--- src/rtl/fetch_sequencer.sv ---
// RV32I fetch sequencer: owns the PC, issues one imem read at a time and hands
// the fetched word to decode; redirects and traps squash any in-flight read.
module fetch_sequencer #(
  parameter logic [31:0] RESET_VECTOR = 32'h0000_0000,
  parameter logic [31:0] TRAP_VECTOR  = 32'h0000_0100
) (
  input  logic        clk,
  input  logic        reset,
  output logic        imem_req,
  output logic [31:0] imem_addr,
  input  logic        imem_rvalid,
  input  logic [31:0] imem_rdata,
  output logic        instr_valid,
  output logic [31:0] instr,
  output logic [31:0] instr_pc,
  input  logic        instr_ready,
  input  logic        redirect_valid,
  input  logic [31:0] redirect_target,
  input  logic        trap_valid,
  output logic        misalign_fault,
  output logic [31:0] pc_current
);

  // state | meaning
  // BOOT  | one idle cycle after reset
  // REQ   | read of pc_q outstanding, waiting for imem_rvalid
  // VALID | captured instruction offered to decode
  // DRAIN | squashed read still in flight, waiting to discard its response
  typedef enum logic [1:0] {BOOT, REQ, VALID, DRAIN} state_e;

  state_e      state_q, state_d;
  logic [31:0] pc_q, pc_d;
  logic [31:0] instr_q, instr_d;
  logic [31:0] instr_pc_q, instr_pc_d;
  logic        misalign_q, misalign_d;
  logic        event_hit;
  logic [31:0] target;

  // Trap outranks redirect, so a misaligned redirect under a trap raises no fault.
  always_comb begin
    event_hit  = trap_valid | redirect_valid;
    misalign_d = redirect_valid & ~trap_valid & (redirect_target[1:0] != 2'b00);
    if (trap_valid || misalign_d) target = TRAP_VECTOR;
    else                          target = redirect_target;
  end

  always_comb begin
    state_d    = state_q;
    pc_d       = pc_q;
    instr_d    = instr_q;
    instr_pc_d = instr_pc_q;
    unique case (state_q)
      BOOT: begin
        if (event_hit) pc_d = target;
        state_d = REQ;
      end
      REQ: begin
        if (event_hit) begin
          pc_d    = target;
          state_d = imem_rvalid ? REQ : DRAIN;
        end else if (imem_rvalid) begin
          instr_d    = imem_rdata;
          instr_pc_d = pc_q;
          pc_d       = pc_q + 32'd4;
          state_d    = VALID;
        end
      end
      VALID: begin
        if (event_hit) begin
          pc_d    = target;
          state_d = REQ;
        end else if (instr_ready) begin
          state_d = REQ;
        end
      end
      DRAIN: begin
        if (event_hit) pc_d = target;
        if (imem_rvalid) state_d = REQ;
      end
      default: state_d = BOOT;
    endcase
  end

  always_ff @(posedge clk) begin
    if (reset) begin
      state_q    <= BOOT;
      pc_q       <= RESET_VECTOR;
      instr_q    <= 32'd0;
      instr_pc_q <= 32'd0;
      misalign_q <= 1'b0;
    end else begin
      state_q    <= state_d;
      pc_q       <= pc_d;
      instr_q    <= instr_d;
      instr_pc_q <= instr_pc_d;
      misalign_q <= misalign_d;
    end
  end

  assign imem_req       = (state_q == REQ);
  assign imem_addr      = pc_q;
  assign instr_valid    = (state_q == VALID);
  assign instr          = instr_q;
  assign instr_pc       = instr_pc_q;
  assign misalign_fault = misalign_q;
  assign pc_current     = pc_q;

endmodule
--- config.mk ---
export PLATFORM = sky130hd
export DESIGN_NAME = fetch_sequencer
export DESIGN_NICKNAME = d
export VERILOG_FILES = /design/src/rtl/fetch_sequencer.sv
export SDC_FILE = /design/constraint.sdc
export NUM_CORES = 1
export LEC_CHECK = 0
export ABC_AREA = 1
export CORE_MARGIN = 2
export CORE_UTILIZATION = 45
export CTS_BUF_LIST = sky130_fd_sc_hd__clkbuf_8
export DETAILED_ROUTE_END_ITERATION = 7
export MAX_ROUTING_LAYER = met4
export PLACE_DENSITY = 0.91
export SETUP_SLACK_MARGIN = 0.05
export SYNTH_ARGS = -nofsm -noshare
export SYNTH_HDL_FRONTEND = slang
export SYNTH_SLANG_ARGS = --single-unit
--- constraint.sdc ---
create_clock -name clk -period 1.94 [get_ports clk]
set_clock_uncertainty 0.15 [all_clocks]
set_input_delay 0.388 -clock clk [delete_from_list [all_inputs] [get_ports clk]]
set_output_delay 0.388 -clock clk [all_outputs]
set_load 0.005 [all_outputs]
==> flow_summary.json, run 1 <==
{
  "grt_pass1_vias": 5137,
  "slowest_delay_ns": 0.54,
  "final_nets": 957,
  "p_per_area_nw_per_um2": 569.2,
  "core_area_um2": 10940,
  "drc": 0,
  "crit_fanout": 7,
  "die_w_um": 110.1,
  "grt_usage_pct": 26.36,
  "antenna_found_initial": 0,
  "postCtsHoldBufs": 0,
  "maxCapViolCount": 0,
  "synth-seq-cells": 99,
  "start_util_pct": 46.34,
  "vias_per_cell": 5.395,
  "drt-wirelength-per-cell_um": 15.64,
  "drtIter0Drc": 442,
  "root_buffer": "clkbuf_8",
  "arrival_ns": 1.31,
  "dp_cells": 1006,
  "numClockSinks": 99,
  "worstPathCellList": "clkdlybuf4s50_1",
  "stdcell_count": 1031,
  "synth_largest_area_cell": "dfxtp_1",
  "dieArea_um2": 12130,
  "final_cell_mix": "clkdlybuf4s50_1, nand2_1, a21oi_1, nand3_1, dfxtp_1",
  "startpoint_type": "flop",
  "ys_seq_area_share_pct": 39.11,
  "drt_pre_antenna_iters": 6,
  "cts_max_level": 3,
  "wl_mm": 16.12,
  "synth.mux.area_fraction_pct": 0,
  "rsz0062_at_grt": "no",
  "cp-end-kind": "output pin",
  "setup_viol": 0,
  "numCtsBuffers": 9,
  "preCtsSetupSlack_ns": -0.1703,
  "cts_max_path_buffers": 2,
  "synth_xor_area_share_pct": 0.1728,
  "irDropWorstVdd_uv": 410.1,
  "required_ns": 1.40,
  "cp_top_family": "buffers and inverters",
  "hp-class": "flop to flop",
  "rows": 38,
  "postSynth.asyncResetShare_pct": 0,
  "antenna_cells": 0,
  "synth_top_family_by_area": "simple AND/OR/NAND/NOR gates",
  "dpl.hpwl_mm": 11.21,
  "synthAdderAreaFrac_pct": 0.2469,
  "cp_slowest_cell": "clkdlybuf4s50_1",
  "grt-ovfl-total": 0,
  "synth_cells": 707,
  "synth_compound_area_share_pct": 16.84,
  "grt_max_degree": 72,
  "slew-limit-headroom_pct": 46.51,
  "min_period_over_period_pct": 95.24,
  "hold_violations": 0,
  "avgSynthCellArea_um2": 7.167,
  "areaGrowthSynthToFinish_pct": 47.85,
  "worstMarginPinSlew_ns": 0.8015,
  "synth.distinct_cells": 40,
  "syn_area_um2": 5067,
  "critical_path_class": "flop to output pin",
  "yosysWarnings": 0,
  "dr_total_vias": 5562,
  "mostFrequentLayoutCell": "clkdlybuf4s50_1",
  "path_clk_slew_ns": 0.10,
  "gp_congestion": 0.9661,
  "chipHeight_um": 110.1,
  "yosys-top-cells-area": "dfxtp_1, nand2_1, a21oi_1",
  "critPathBufInv": 1,
  "synth_top_flop_cell": "dfxtp_1",
  "synth_top_cell_area_share_pct": 39.11,
  "power_leakage_uw": 0.002910,
  "grt_pass1_wl_mm": 24.58,
  "cts_tree": "built",
  "max_freq_mhz": 541.2,
  "synthesis.nets": 778,
  "portBuffers": 200,
  "ioPinCount": 201,
  "synth-edff-count": 0,
  "postRouteAntennaNets": 0,
  "fin_ws_ns": 0.09241,
  "yosys.area_share.simple_pct": 30.67,
  "outcome": "complete, no violations",
  "drive_above_1_share_pct": 15.38,
  "insertion_delay_ns": 0.36,
  "finalMaxSlewViolations": 0,
  "min_period_ns": 1.848
}
-- kinds of logic after synthesis --
family                   after synthesis
AO/OA/AOI/OAI                        160
XOR/XNOR                               1
adder cells (fa/ha/maj)                1
buffers and inverters                120
flip-flops                            99
AND/OR/NAND/NOR                      326
-- repair_timing --
| action | 4_1_cts | 5_1_grt |
|---|---|---|
| gates resized for setup | 36 | 34 |
| gates cloned | 0 | 0 |
| pin swaps | 0 | 7 |
| setup endpoints to repair | 59 | 51 |
| buffers inserted | 4 | 5 |
-- area by class of cell --
cell class	count	area [µm²]
clock buffers	11	151.4
clock inverters	5	37.54
fillers	903	3443
inverters	46	176.4
multi-input cells	488	2452
flip-flops and latches	99	2068
well taps	140	175.2
repair buffers	242	2431
-- sequential cells by signal, summed over array words and instances (netlist names) --
signal / count
imem_addr: 32
instr: 32
instr_pc: 32
misalign_fault: 1
state_q: 2
-- synthesized netlist by cell type (5+ instances only) --
library cell    n
buf_2          14
clkbuf_1       15
nor2_1         36
nand2_2        10
buf_4          39
inv_2           7
a21oi_1       100
dfxtp_1        99
nand4_1         8
nand3_1        93
o21ai_0        35
nand2_1       153
o21bai_1        5
nor2_4          6
a31oi_1        11
inv_1          35
nor3_1          5
-- worst paths after layout --
path / startpoint / to / slack (ns) / cells after the start
hold / removal: instr[11]$_SDFFE_PP0P_ / instr[11]$_SDFFE_PP0P_ / 0.31 / 2
setup / recovery: imem_addr[14]$_SDFFE_PP0P_ / imem_addr[14] / 0.09 / 1
setup reg to reg: imem_addr[3]$_SDFFE_PP0P_ / imem_addr[28]$_SDFFE_PP0P_ / 0.16 / 11
hold reg to reg: instr[11]$_SDFFE_PP0P_ / instr[11]$_SDFFE_PP0P_ / 0.31 / 2
-- power by group --
group	switching (µW)	internal [µW]	leakage [µW]
Sequential	98.9	2090	0.000822
Combinational	351	445	0.00199
Clock	734	542	0.0000973
Total	1180	3080	0.00291
-- per-stage QoR --
stage	setup TNS (ns)	area, µm²	total power [µW]	hold WS, ns	util (%)
4_1_cts	0	7368	4288	0.3158	67.38
3_5_place_dp	-7.489	7104	3015	0.3017	64.97
2_1_floorplan	0	5067	2578	0.3065	-
3_3_place_gp	-2.427	7104	2998	0.2968	64.97
5_1_grt	0	7492	4456	0.3312	68.51
6_report	0	7492	4265	0.3134	68.51
-- worst register-to-register path: stages (launching register included) --
cell	delay (ns)
dfxtp_4	0.36
buf_4	0.11
ha_1	0.17
nand2_2	0.11
nor2_8	0.13
nand4_4	0.15
inv_2	0.11
nand2_2	0.07
inv_2	0.09
nand3_1	0.07
a21oi_1	0.13
nor2_1	0.05
-- per-layer routing --
| layer | part of all wire [%] | global-route usage, % | vias up | wire [µm] |
|---|---|---|---|---|
| met5 | 0 | - | - | 0 |
| met4 | 2.3 | 8.929 | 0 | 369 |
| met3 | 7.6 | 4.350 | 30 | 1219 |
| met2 | 49 | 42.46 | 279 | 7881 |
| met1 | 41 | 33.71 | 2565 | 6652 |
| li1 | - | - | 2688 | - |
Note: power is estimated with default switching activity, not from simulation.
==> run 2: changes to the inputs <==
--- a/config.mk
+++ b/config.mk
@@ -6,12 +6,14 @@
 export NUM_CORES = 1
 export LEC_CHECK = 0
 export ABC_AREA = 1
+export CELL_PAD_IN_SITES_DETAIL_PLACEMENT = 0
+export CELL_PAD_IN_SITES_GLOBAL_PLACEMENT = 1
 export CORE_MARGIN = 2
-export CORE_UTILIZATION = 45
+export CORE_UTILIZATION = 31
 export CTS_BUF_LIST = sky130_fd_sc_hd__clkbuf_8
 export DETAILED_ROUTE_END_ITERATION = 7
 export MAX_ROUTING_LAYER = met4
-export PLACE_DENSITY = 0.91
+export PLACE_DENSITY = 0.9
 export SETUP_SLACK_MARGIN = 0.05
 export SYNTH_ARGS = -nofsm -noshare
 export SYNTH_HDL_FRONTEND = slang
==> run 2 against run 1 <==
Against the previous run:
- final area grew 4.1%
- die area rose by 43%
- clock power up 7%
- register-to-register slack got worse by 0.06 ns
- final cell count grew 10%
- hold slack lost 0.078 ns
- wire length increased by 7.4%
- global-route usage fell by 6.2 points
- critical path depth stayed put
- worst setup slack worse by 0.0062 ns
- sequential share of layout area decreased by 1.0 points
- non-clock buffer count up 28
- critical path type unchanged
==> flow_summary.json, run 2 (same netlist as run 1, synthesis figures left out) <==
{
  "outcome": "complete, no violations",
  "final_cell_mix": "clkdlybuf4s50_1, nand2_1, a21oi_1, nand3_1, dfxtp_1",
  "grt_pass1_vias": 5285,
  "arrival_ns": 1.32,
  "path_clk_slew_ns": 0.10,
  "fill_cells": 1621,
  "critical_path_class": "flop to output pin",
  "drt-wirelength-per-cell_um": 15.25,
  "slowest_delay_ns": 0.51,
  "setup_viol": 0,
  "start_util_pct": 31.78,
  "cts_max_path_buffers": 2,
  "min_period_ns": 1.854,
  "cp_top_family": "buffers and inverters",
  "chipHeight_um": 131.9,
  "grt_pass1_wl_mm": 27.49,
  "dpl.hpwl_mm": 12.50,
  "portBuffers": 200,
  "startpoint_type": "flop",
  "cts_max_level": 3,
  "numCtsBuffers": 9,
  "dr_total_vias": 5501,
  "p_total_uw": 4400,
  "ioPinCount": 201,
  "crit_fanout": 7,
  "rsz0062_at_grt": "yes",
  "grt_usage_pct": 20.18,
  "worstPathCellList": "clkdlybuf4s50_1",
  "root_buffer": "clkbuf_8",
  "hold_slack_ns": 0.2356,
  "postRouteAntennaNets": 0,
  "hold_violations": 0,
  "antenna_found_initial": 0,
  "maxCapViolCount": 0,
  "rows": 46,
  "required_ns": 1.40,
  "min_period_over_period_pct": 95.56,
  "core_area_um2": 15940,
  "slew-limit-headroom_pct": 70.03,
  "hp-class": "primary input to flop",
  "drtIter0Drc": 296,
  "p_per_area_nw_per_um2": 564.0,
  "grt-ovfl-total": 0,
  "insertion_delay_ns": 0.39,
  "preCtsSetupSlack_ns": -0.1988,
  "drt_pre_antenna_iters": 4,
  "drive_above_1_share_pct": 17.63,
  "postCtsHoldBufs": 0,
  "finalMaxSlewViolations": 0,
  "max_freq_mhz": 539.4,
  "wl_mm": 17.31,
  "final_nets": 985,
  "cts_tree": "built",
  "critPathBufInv": 1,
  "fin_ws_ns": 0.08622,
  "areaGrowthSynthToFinish_pct": 53.95,
  "numClockSinks": 99,
  "mostFrequentLayoutCell": "clkdlybuf4s50_1",
  "cp-end-kind": "output pin",
  "gp_congestion": 0.8789,
  "cp_slowest_cell": "clkdlybuf4s50_1",
  "irDropWorstVdd_uv": 343.2,
  "tns_ns": 0,
  "power_leakage_uw": 0.003063,
  "vias_per_cell": 4.847,
  "grt_max_degree": 45,
  "antenna_cells": 0,
  "drc": 0,
  "worstMarginPinSlew_ns": 0.4496,
  "dieArea_um2": 17380,
  "die_w_um": 131.9
}
-- run 2: stage by stage --
stage | utilization (%) | std cells | cell area [µm²]
2_1_floorplan | - | 707 | 5067
3_3_place_gp | 46.35 | 1104 | 7390
3_5_place_dp | 46.35 | 1104 | 7390
4_1_cts | 48.50 | 1132 | 7732
5_1_grt | 48.93 | 1135 | 7801
6_report | 48.93 | 1135 | 7801
-- run 2: worst paths after layout --
path / depth (start not counted) / startpoint / end / slack [ns]
hold / removal: 4 / imem_rvalid / state_q[0]$_SDFFE_PP0P_ / 0.24
setup reg to reg: 11 / imem_addr[2]$_SDFFE_PP0P_ / imem_addr[28]$_SDFFE_PP0P_ / 0.10
hold reg to reg: 2 / instr[30]$_SDFFE_PP0P_ / instr[30]$_SDFFE_PP0P_ / 0.31
setup / recovery: 1 / imem_addr[21]$_SDFFE_PP0P_ / pc_current[21] / 0.09
-- run 2: worst min-delay path, cell delays in order --
cell and delay [ns]:
buf_2 0.15, nor2_1 0.07, o21ai_0 0.06, a21oi_1 0.06
-- run 2: layout make-up --
class / instances / area, µm² / share of cell area (%)
clock buffer: 10 / 137.6 / 1.764
clock inverter: 6 / 57.56 / 0.7378
inverter: 46 / 176.4 / 2.261
multi-input combinational: 488 / 2450 / 31.40
sequential: 99 / 2074 / 26.59
tap: 216 / 270.3 / 3.464
timing repair buffer: 270 / 2635 / 33.78
-- run 2: metal layers --
metal  wire length (µm)  vias up  global-route usage [%]
met4                272        0                   6.643
met2               8039      188                   31.73
met3               1146       17                   4.114
met5                  0        -                       -
met1               7854     2551                   25.97
li1                   -     2745                       -
-- run 2: what timing repair did --
item,CTS,global route
buffers inserted,12,3
endpoints found under the setup margin,62,27
pin swaps,0,4
resized for setup,69,18
-- run 2: power breakdown --
group | switching [µW] | internal, µW | leakage (µW)
sequential | 78.9 | 2090 | 0.000823
combinational | 383 | 475 | 0.00214
clock | 750 | 621 | 0.000101
total | 1210 | 3190 | 0.00306
==> run 3: changes to the inputs <==
--- a/config.mk
+++ b/config.mk
@@ -6,7 +6,7 @@
 export NUM_CORES = 1
 export LEC_CHECK = 0
 export ABC_AREA = 1
-export CELL_PAD_IN_SITES_DETAIL_PLACEMENT = 0
+export CELL_PAD_IN_SITES_DETAIL_PLACEMENT = 1
 export CELL_PAD_IN_SITES_GLOBAL_PLACEMENT = 1
 export CORE_MARGIN = 2
 export CORE_UTILIZATION = 31
==> run 3 against run 2 <==
Against the previous run:
- power rose by 7.0%
- critical path depth did not move
- flip-flop and latch count did not move
- critical path type unchanged
- hold slack improved by 0.0012 ns
- non-clock buffer count rose by 4
- critical endpoint is now imem_addr[25]
- sequential share of layout area fell by 0.29 points
- largest cell class unchanged
==> flow_summary.json, run 3 (same netlist as run 1, synthesis figures left out) <==
{
  "outcome": "complete, no violations",
  "worstMarginPinSlew_ns": 0.4625,
  "chipHeight_um": 131.9,
  "areaGrowthSynthToFinish_pct": 55.63,
  "crit_fanout": 8,
  "grt-ovfl-total": 0,
  "antenna_cells": 0,
  "grt_util_met2_pct": 38.34,
  "cts_tree": "built",
  "finalMaxSlewViolations": 0,
  "maxCapViolCount": 0,
  "rsz0062_at_grt": "yes",
  "min_period_over_period_pct": 95.58,
  "antenna_found_initial": 0,
  "mostFrequentLayoutCell": "clkdlybuf4s50_1",
  "grt_usage_pct": 23.05,
  "root_buffer": "clkbuf_8",
  "drtIter0Drc": 209,
  "setup_viol": 0,
  "dpl.hpwl_mm": 14.30,
  "hold_violations": 0,
  "grt_pass1_vias": 5992,
  "place_area_um2": 7390,
  "slew-limit-headroom_pct": 69.16,
  "min_period_ns": 1.854,
  "max_freq_mhz": 539.3,
  "vias_per_cell": 5.018,
  "die_w_um": 131.9,
  "slowest_delay_ns": 0.52,
  "grt_max_degree": 45,
  "use_met1_pct": 27.64,
  "grt_pass1_wl_mm": 31.43,
  "gp_congestion": 0.8789,
  "worstPathCellList": "clkdlybuf4s50_1",
  "drc": 0,
  "postRouteAntennaNets": 0,
  "design_area_um2": 7886,
  "critical_path_class": "flop to output pin",
  "hp-class": "primary input to flop",
  "core_area_um2": 15940,
  "irDropWorstVdd_uv": 322.3,
  "final_nets": 989,
  "path_clk_slew_ns": 0.09,
  "cts_max_level": 3,
  "ioPinCount": 201,
  "cp-end-kind": "output pin",
  "postCtsHoldBufs": 0,
  "power_leakage_uw": 0.003083,
  "grtUsageMet3_pct": 4.498,
  "final_cell_mix": "clkdlybuf4s50_1, nand2_1, a21oi_1, nand3_1, dfxtp_1",
  "arrival_ns": 1.32,
  "numClockSinks": 99,
  "dp_cells": 1104,
  "drt-wirelength-per-cell_um": 17.18,
  "startpoint_type": "flop",
  "numCtsBuffers": 9,
  "drt_pre_antenna_iters": 4,
  "cp_slowest_cell": "clkdlybuf4s50_1",
  "grt_busiest_layer": "met2",
  "drive_above_1_share_pct": 18.42,
  "start_util_pct": 31.78,
  "insertion_delay_ns": 0.39,
  "dieArea_um2": 17380,
  "rows": 46,
  "dr_total_vias": 5715,
  "stdcell_count": 1139,
  "fill_cells": 1978,
  "portBuffers": 200,
  "cts_max_path_buffers": 2,
  "p_per_area_nw_per_um2": 597.1,
  "cp_top_family": "buffers and inverters",
  "wl_mm": 19.57,
  "critPathBufInv": 1,
  "required_ns": 1.40
}
==> run 3: timing repair <==
action | in CTS | in global routing
setup endpoints to repair | 65 | 24
gates resized for setup | 74 | 19
pin swaps | 0 | 2
gates cloned | 0 | 0
buffers inserted | 14 | 5
==> run 3: path summary, 6_finish.rpt <==
| kind | to | cells after the start | startpoint | slack [ns] |
|---|---|---|---|---|
| worst max-delay path | imem_addr[25] | 1 | imem_addr[25]$_SDFFE_PP0P_ | 0.09 |
| worst min-delay path | state_q[0]$_SDFFE_PP0P_ | 4 | imem_rvalid | 0.24 |
| worst max register to register | imem_addr[28]$_SDFFE_PP0P_ | 11 | imem_addr[2]$_SDFFE_PP0P_ | 0.12 |
| worst min register to register | instr_pc[11]$_SDFFE_PP0P_ | 2 | instr_pc[11]$_SDFFE_PP0P_ | 0.31 |
==> run 3: cell type report <==
| class | instances | area, µm² | share of cell area [%] |
|---|---|---|---|
| inverter | 46 | 176.4 | 2.237 |
| multi-input combinational | 488 | 2470 | 31.32 |
| clock buffer | 10 | 137.6 | 1.745 |
| tap | 216 | 270.3 | 3.427 |
| clock inverter | 6 | 105.1 | 1.333 |
| timing repair buffer | 274 | 2653 | 33.63 |
| sequential | 99 | 2074 | 26.30 |
==> run 3: routing by layer <==
| layer | up-vias | wire [µm] |
|---|---|---|
| met5 | - | 0 |
| met4 | 0 | 412 |
| met3 | 29 | 1013 |
| met2 | 165 | 9646 |
| met1 | 2771 | 8496 |
| li1 | 2750 | - |
==> run 3: power by group <==
part | total, µW | switching [µW] | leakage [µW] | internal (µW)
Sequential | 2170 | 79.6 | 0.000823 | 2090
Clock | 1650 | 770 | 0.000125 | 884
Combinational | 884 | 405 | 0.00213 | 479
Total | 4710 | 1250 | 0.00308 | 3450
==> run 3: through the flow <==
stage	power [µW]	hold WS (ns)	setup WS, ns	util (%)	TNS [ns]
floorplan	2578	0.3065	0.2338	-	0
global placement	3066	0.2956	-0.1732	46.35	-6.601
detailed placement	3083	0.3010	-0.2058	46.35	-9.051
CTS	4743	0.2231	0.03371	48.92	0
global route	4908	0.2802	0.04101	49.47	0
finish	4709	0.2368	0.08584	49.47	0
